[config.mk]
export PLATFORM = sky130hd
export DESIGN_NAME = ascon_fsm_ctrl
export DESIGN_NICKNAME = d
export VERILOG_FILES = /design/src/rtl/ascon_pack.sv /design/src/rtl/ascon_round_counter.sv /design/src/rtl/ascon_fsm_ctrl.sv
export SDC_FILE = /design/constraint.sdc
export NUM_CORES = 1
export LEC_CHECK = 0
export BUFFER_PORTS_ARGS = -buffer_cell sky130_fd_sc_hd__buf_2
export CAP_MARGIN = 30
export CORE_ASPECT_RATIO = 0.9
export CORE_MARGIN = 3
export CORE_UTILIZATION = 60
export CTS_BUF_LIST = sky130_fd_sc_hd__clkbuf_8
export DETAILED_ROUTE_END_ITERATION = 12
export PLACE_DENSITY = 0.9
export RECOVER_POWER = 100
export SYNTH_ARGS = -nofsm -noshare
export SYNTH_HDL_FRONTEND = slang
export SYNTH_HIERARCHICAL = 1
export SYNTH_SLANG_ARGS = --single-unit
[constraint.sdc]
create_clock -name clock_i -period 4.6 [get_ports clock_i]
set_input_delay 0.23 -clock clock_i [delete_from_list [all_inputs] [get_ports clock_i]]
set_output_delay 0.23 -clock clock_i [all_outputs]
set_load 0.02 [all_outputs]
[src/rtl/ascon_pack.sv]
// Shared types and constants for the Ascon-128 encryption control path.
// Round indices, xor_begin mode encodings, controller state and round-counter load selects.
package ascon_pack;

  localparam logic [3:0] ROUND_PA_START = 4'd0;
  localparam logic [3:0] ROUND_PB_START = 4'd6;
  localparam logic [3:0] ROUND_LAST     = 4'd11;
  localparam logic [3:0] ROUND_PA_NEXT  = 4'd1;
  localparam logic [3:0] ROUND_PB_NEXT  = 4'd7;

  localparam logic [1:0] XB_BYPASS   = 2'b00;
  localparam logic [1:0] XB_DATA     = 2'b01;
  localparam logic [1:0] XB_DATA_KEY = 2'b10;

  typedef enum logic [2:0] {
    ST_IDLE,
    ST_INIT,
    ST_WAIT_AD,
    ST_AD,
    ST_WAIT_PT,
    ST_PT,
    ST_FINAL,
    ST_DONE
  } type_ctrl_state;

  typedef enum logic [1:0] {
    LD_ZERO,
    LD_PA,
    LD_PB
  } type_round_load;

  // Counter width able to hold 0..n-1, never narrower than one bit.
  function automatic int unsigned blk_cnt_width(input int unsigned n);
    return (n <= 1) ? 1 : $clog2(n);
  endfunction

endpackage

[src/rtl/ascon_round_counter.sv]
// 4-bit permutation round counter: synchronous load of 0/1/7, increment enable,
// saturates at round 11 so the index never leaves the 0..11 range.
module ascon_round_counter
  import ascon_pack::*;
(
  input  logic           i_clk,
  input  logic           i_rst_n,
  input  logic           i_load,
  input  type_round_load i_load_sel,
  input  logic           i_en,
  output logic [3:0]     o_round,
  output logic           o_last
);

  logic [3:0] r_round;
  logic [3:0] w_load_val;

  always_comb begin
    w_load_val = ROUND_PA_START;
    case (i_load_sel)
      LD_PA:   w_load_val = ROUND_PA_NEXT;
      LD_PB:   w_load_val = ROUND_PB_NEXT;
      default: w_load_val = ROUND_PA_START;
    endcase
  end

  always_ff @(posedge i_clk or negedge i_rst_n) begin
    if (!i_rst_n) begin
      r_round <= ROUND_PA_START;
    end else if (i_load) begin
      r_round <= w_load_val;
    end else if (i_en && (r_round != ROUND_LAST)) begin
      r_round <= r_round + 4'd1;
    end
  end

  assign o_round = r_round;
  assign o_last  = (r_round == ROUND_LAST);

endmodule

[src/rtl/ascon_fsm_ctrl.sv]
// Ascon-128 encryption controller: one round per clock, init(pa) -> AD(pb) -> PT(pb) -> final(pa) -> tag.
// Data blocks are taken one at a time over a valid/ready handshake in the WAIT states.
module ascon_fsm_ctrl
  import ascon_pack::*;
#(
  parameter int unsigned AD_BLOCKS = 1,
  parameter int unsigned PT_BLOCKS = 4
) (
  input  logic       clock_i,
  input  logic       resetb_i,
  input  logic       start_i,
  input  logic       data_valid_i,
  output logic       data_ready_o,
  output logic [3:0] round_o,
  output logic       en_reg_state_o,
  output logic       init_state_o,
  output logic [1:0] mode_xor_begin_o,
  output logic       bypass_xor_end_o,
  output logic       mode_init_data_o,
  output logic       en_cipher_o,
  output logic       en_tag_o,
  output logic       busy_o,
  output logic       end_o
);

  localparam int unsigned BLK_MAX = (AD_BLOCKS > PT_BLOCKS) ? AD_BLOCKS : PT_BLOCKS;
  localparam int unsigned BLK_W   = blk_cnt_width(BLK_MAX);
  localparam logic [BLK_W-1:0] AD_LAST_IDX = BLK_W'(AD_BLOCKS - 1);
  localparam logic [BLK_W-1:0] PT_LAST_IDX = BLK_W'(PT_BLOCKS - 1);

  type_ctrl_state   r_state;
  type_ctrl_state   w_state_nxt;
  logic [BLK_W-1:0] r_blk_cnt;
  logic             w_blk_inc;
  logic             w_blk_clr;
  logic             w_ad_last;
  logic             w_pt_last;
  logic             w_cnt_load;
  type_round_load   w_cnt_sel;
  logic             w_cnt_en;
  logic [3:0]       w_round;
  logic             w_round_last;

  ascon_round_counter u_round_counter (
    .i_clk      (clock_i),
    .i_rst_n    (resetb_i),
    .i_load     (w_cnt_load),
    .i_load_sel (w_cnt_sel),
    .i_en       (w_cnt_en),
    .o_round    (w_round),
    .o_last     (w_round_last)
  );

  assign w_ad_last = (r_blk_cnt == AD_LAST_IDX);
  assign w_pt_last = (r_blk_cnt == PT_LAST_IDX);

  always_ff @(posedge clock_i or negedge resetb_i) begin
    if (!resetb_i) begin
      r_state <= ST_IDLE;
    end else begin
      r_state <= w_state_nxt;
    end
  end

  // Counts AD blocks, then is reused for PT blocks after the AD phase clears it.
  always_ff @(posedge clock_i or negedge resetb_i) begin
    if (!resetb_i) begin
      r_blk_cnt <= '0;
    end else if (w_blk_clr) begin
      r_blk_cnt <= '0;
    end else if (w_blk_inc) begin
      r_blk_cnt <= r_blk_cnt + BLK_W'(1);
    end
  end

  always_comb begin
    w_state_nxt = r_state;
    case (r_state)
      ST_IDLE, ST_DONE: if (start_i)      w_state_nxt = ST_INIT;
      ST_INIT:          if (w_round_last) w_state_nxt = ST_WAIT_AD;
      ST_WAIT_AD:       if (data_valid_i) w_state_nxt = ST_AD;
      ST_AD:            if (w_round_last) w_state_nxt = w_ad_last ? ST_WAIT_PT : ST_WAIT_AD;
      ST_WAIT_PT:       if (data_valid_i) w_state_nxt = w_pt_last ? ST_FINAL : ST_PT;
      ST_PT:            if (w_round_last) w_state_nxt = ST_WAIT_PT;
      ST_FINAL:         if (w_round_last) w_state_nxt = ST_DONE;
      default:          w_state_nxt = ST_IDLE;
    endcase
  end

  always_comb begin
    data_ready_o     = 1'b0;
    round_o          = ROUND_PA_START;
    en_reg_state_o   = 1'b0;
    init_state_o     = 1'b0;
    mode_xor_begin_o = XB_BYPASS;
    bypass_xor_end_o = 1'b1;
    mode_init_data_o = 1'b0;
    en_cipher_o      = 1'b0;
    en_tag_o         = 1'b0;
    busy_o           = 1'b1;
    end_o            = 1'b0;
    w_cnt_load       = 1'b0;
    w_cnt_sel        = LD_ZERO;
    w_cnt_en         = 1'b0;
    w_blk_inc        = 1'b0;
    w_blk_clr        = 1'b0;
    case (r_state)
      ST_IDLE, ST_DONE: begin
        busy_o = 1'b0;
        end_o  = (r_state == ST_DONE);
        if (start_i) begin
          init_state_o   = 1'b1;
          en_reg_state_o = 1'b1;
          w_cnt_load     = 1'b1;
          w_cnt_sel      = LD_PA;
          w_blk_clr      = 1'b1;
        end
      end
      ST_INIT: begin
        round_o        = w_round;
        en_reg_state_o = 1'b1;
        w_cnt_en       = 1'b1;
        if (w_round_last) begin
          bypass_xor_end_o = 1'b0;
          w_cnt_load       = 1'b1;
        end
      end
      ST_WAIT_AD: begin
        data_ready_o = 1'b1;
        round_o      = ROUND_PB_START;
        if (data_valid_i) begin
          en_reg_state_o   = 1'b1;
          mode_xor_begin_o = XB_DATA;
          w_cnt_load       = 1'b1;
          w_cnt_sel        = LD_PB;
        end
      end
      ST_AD: begin
        round_o        = w_round;
        en_reg_state_o = 1'b1;
        w_cnt_en       = 1'b1;
        if (w_round_last) begin
          w_cnt_load = 1'b1;
          w_blk_inc  = !w_ad_last;
          w_blk_clr  = w_ad_last;
          if (w_ad_last) begin
            bypass_xor_end_o = 1'b0;
            mode_init_data_o = 1'b1;
          end
        end
      end
      ST_WAIT_PT: begin
        data_ready_o = 1'b1;
        round_o      = ROUND_PB_START;
        if (data_valid_i) begin
          en_reg_state_o = 1'b1;
          en_cipher_o    = 1'b1;
          w_cnt_load     = 1'b1;
          // The last PT block feeds the key back in and starts finalisation at round 0.
          if (w_pt_last) begin
            round_o          = ROUND_PA_START;
            mode_xor_begin_o = XB_DATA_KEY;
            w_cnt_sel        = LD_PA;
          end else begin
            mode_xor_begin_o = XB_DATA;
            w_cnt_sel        = LD_PB;
          end
        end
      end
      ST_PT: begin
        round_o        = w_round;
        en_reg_state_o = 1'b1;
        w_cnt_en       = 1'b1;
        if (w_round_last) begin
          w_cnt_load = 1'b1;
          w_blk_inc  = 1'b1;
        end
      end
      ST_FINAL: begin
        round_o        = w_round;
        en_reg_state_o = 1'b1;
        w_cnt_en       = 1'b1;
        if (w_round_last) begin
          bypass_xor_end_o = 1'b0;
          en_tag_o         = 1'b1;
          w_cnt_load       = 1'b1;
        end
      end
      default: begin
        busy_o = 1'b0;
      end
    endcase
  end

endmodule
==> impl_metrics.json <==
{
  "powerDensity_mw_per_mm2": 552,
  "core-area_sq_mm": 0.00134,
  "ir_worst_vdd_v": 0.000386,
  "fin_nets": 140,
  "clk_latency_ps": 230,
  "regToRegEndpoint": "u_round_counter/o_round[1]$_DFFE_PN0P_",
  "p_leak_nw": 0.447,
  "gp_congestion": 0.919,
  "n_antenna_cell": 0,
  "clk_pin_slew_ps": 40,
  "crit_type": "register to register",
  "outcome": "completed",
  "p_switching_w": 0.000253,
  "htreeDepth": 1,
  "cp_max_fo": 13,
  "drt-initial-drc-count": 36,
  "min_period_ps": 2270,
  "yosysUniqueCellTypes": 46,
  "cts_resized": 0,
  "drive_gt1_share_pct": 10.7,
  "clkPwrFrac_pct": 15.6,
  "holdCritPathClass": "primary input to register",
  "die_h_um": 43.2,
  "p_comb_share_pct": 53.1,
  "ff2ff_path_depth": 8,
  "cts_setup_buffers": 0,
  "critPathLaunch": "u_round_counter/o_round[0]$_DFFE_PN0P_",
  "synth_edf_count": 0,
  "cts_buffers": 3,
  "rows": 12,
  "vias": 892,
  "antenna_found_initial": 0,
  "clock_skew_ps": 1.66,
  "reg2reg_slack_ps": 2330,
  "regToRegStartpoint": "u_round_counter/o_round[0]$_DFFE_PN0P_",
  "syn_nets": 124,
  "wl_per_cell_um": 13.8,
  "grt_max_degree": 24,
  "fmax_mhz": 440,
  "ys_seq_area_share_pct": 24.4,
  "worst_slew_pin_slew_ps": 637,
  "wl_mm": 2.00,
  "tns_ps": 0,
  "fin_crit_sh_pct": 49.4,
  "drc_errors": 0,
  "initial_utilization_pct": 69.1,
  "yosys-top-cells-count": "12 x inv_1, 10 x nor2_1, 9 x dfrtp_1",
  "final_core_util_pct": 74.6,
  "die_w_um": 47.4,
  "synthArstFlopShare_pct": 100,
  "grt_usage_pct": 21.1,
  "syn_to_final_growth_pct": 7.99,
  "p_seq_share_pct": 31.2,
  "maxCapViolations": 0,
  "slew_headroom_pct": 57.5,
  "io_pins": 19,
  "grt-ovfl-total": 0,
  "avgSynthCellArea_sq_um": 7.96,
  "report.final.slew_viol_count": 0,
  "clk_root_buffer_cell": "clkbuf_8",
  "yosysWarnings": 6,
  "worst_setup_path_end_kind": "register",
  "synth_area_leaders": "dfrtp_1 24%, ha_1 5.4%, inv_1 4.9%",
  "viasPerCell": 6.15,
  "first_pass_iters": 4,
  "first_global_vias": 707,
  "area.sequential_sq_um": 225,
  "fillers": 109,
  "rsz0062_at_grt": "false",
  "io_buffer_count": 18,
  "die_area_sq_mm": 0.00205,
  "netlist.area_leader.share_pct": 24.4,
  "cp-start-kind": "register",
  "p_sw_share_pct": 46.1,
  "final_hold_viol_count": 0,
  "setup_violations": 0,
  "finalNonFillerCells": 145,
  "syn_inst": 116,
  "cts_buffer_depth": 2,
  "drtAntennaViolNets": 0,
  "post_synth_instance_area_sq_um": 923,
  "dp.cells": 140,
  "dp_hpwl_mm": 1.54,
  "yosysTopAreaCell": "dfrtp_1",
  "endpoint": "u_round_counter/o_round[1]$_DFFE_PN0P_",
  "synthFlopType": "dfrtp_1",
  "ys_seq_elements": 9,
  "yosysMostFrequentCell": "inv_1",
  "cts_tree": "yes",
  "grt_pass1_wl_mm": 3.15,
  "crit_required_ps": 4690,
  "multi_input_area_sq_um": 583,
  "cts.sink_count": 9,
  "power.internal_w": 0.000297,
  "arrival_ps": 2370
}
==> stage by stage <==
stage	hold slack [ps]	instance area, sq um	setup WS, ps	total power, W
finish	356	997	2330	0.000550
global route	373	997	2170	0.000596
CTS	346	1020	2360	0.000559
detailed placement	88.5	965	2370	0.000469
global placement	86.6	965	2540	0.000454
floorplan	-65.6	923	2590	0.000407
==> cells in the final DEF, fill, tap and decap left out, types with 3 or more instances in the layout <==
cell and instances:
a21oi_1 8, a31oi_1 4, buf_2 3, clkbuf_1 15, clkbuf_8 3, dfrtp_1 9
ha_1 4, inv_1 13, nand2_1 7, nor2_1 10, nor2b_1 5, nor3_1 4
nor3b_1 3, o21ai_0 3
==> kinds of logic after synthesis <==
group	share of synthesized area, %
flip-flops	24.4
XOR/XNOR	1.90
AO/OA/AOI/OAI	22.4
multiplexers	1.08
adder cells (fa/ha/maj)	7.59
buffers and inverters	12.1
AND/OR/NAND/NOR	30.6
==> critical path, cell delays in order, from the launching register on <==
cell	delay (ps)
dfrtp_1	410
ha_1	190
and3b_1	400
nand2_1	160
a311o_1	350
a21oi_1	270
inv_1	120
nor2_1	150
a31oi_1	70
==> state kept, by name, summed over array words and instances, names as in the netlist <==
register,cells
r_state,3
u_round_counter/o_round,4
r_blk_cnt,2
==> power groups by stage <==
stage | sequential (W) | clock (W) | combinational (W)
detailed placement | 0.000171 | 0 | 0.000298
CTS | 0.000170 | 0.0000894 | 0.000300
global placement | 0.000168 | 0 | 0.000287
global route | 0.000181 | 0.0000937 | 0.000322
finish | 0.000172 | 0.0000860 | 0.000292
floorplan | 0.000137 | 0 | 0.000270
==> final cells by class <==
type | count | area share (%)
multi-input combinational | 87 | 58.5
sequential | 9 | 22.6
inverter | 12 | 4.52
tap | 14 | 1.76
clock inverter | 1 | 0.376
timing repair buffer | 19 | 8.16
clock buffer | 3 | 4.14
==> worst min path at each step <==
stage | startpoint | end | depth (start not counted) | slack (ps)
floorplan | resetb_i | r_blk_cnt[0]$_DFFE_PN0P_ | 0 | -70
global placement | resetb_i | u_round_counter/o_round[3]$_DFFE_PN0P_ | 1 | 90
detailed placement | resetb_i | u_round_counter/o_round[3]$_DFFE_PN0P_ | 1 | 90
CTS | start_i | r_state[2]$_DFFE_PN0P_ | 3 | 350
global route | start_i | r_state[2]$_DFFE_PN0P_ | 3 | 370
finish | start_i | r_state[2]$_DFFE_PN0P_ | 3 | 360
==> metal layers <==
metal  vias up  track usage, %  share of wire [%]
met5         -               0                  0
met4         0            9.94                1.8
met3         4            1.27                8.2
met2        49            28.3                 42
met1       403            33.1                 48
li1        436               -                  -
==> what timing repair did <==
action                                 CTS  global route
hold buffers                             1             0
setup endpoints to repair                0             0
endpoints found under the hold margin    9             0
Power figures use the tool's default switching activity.
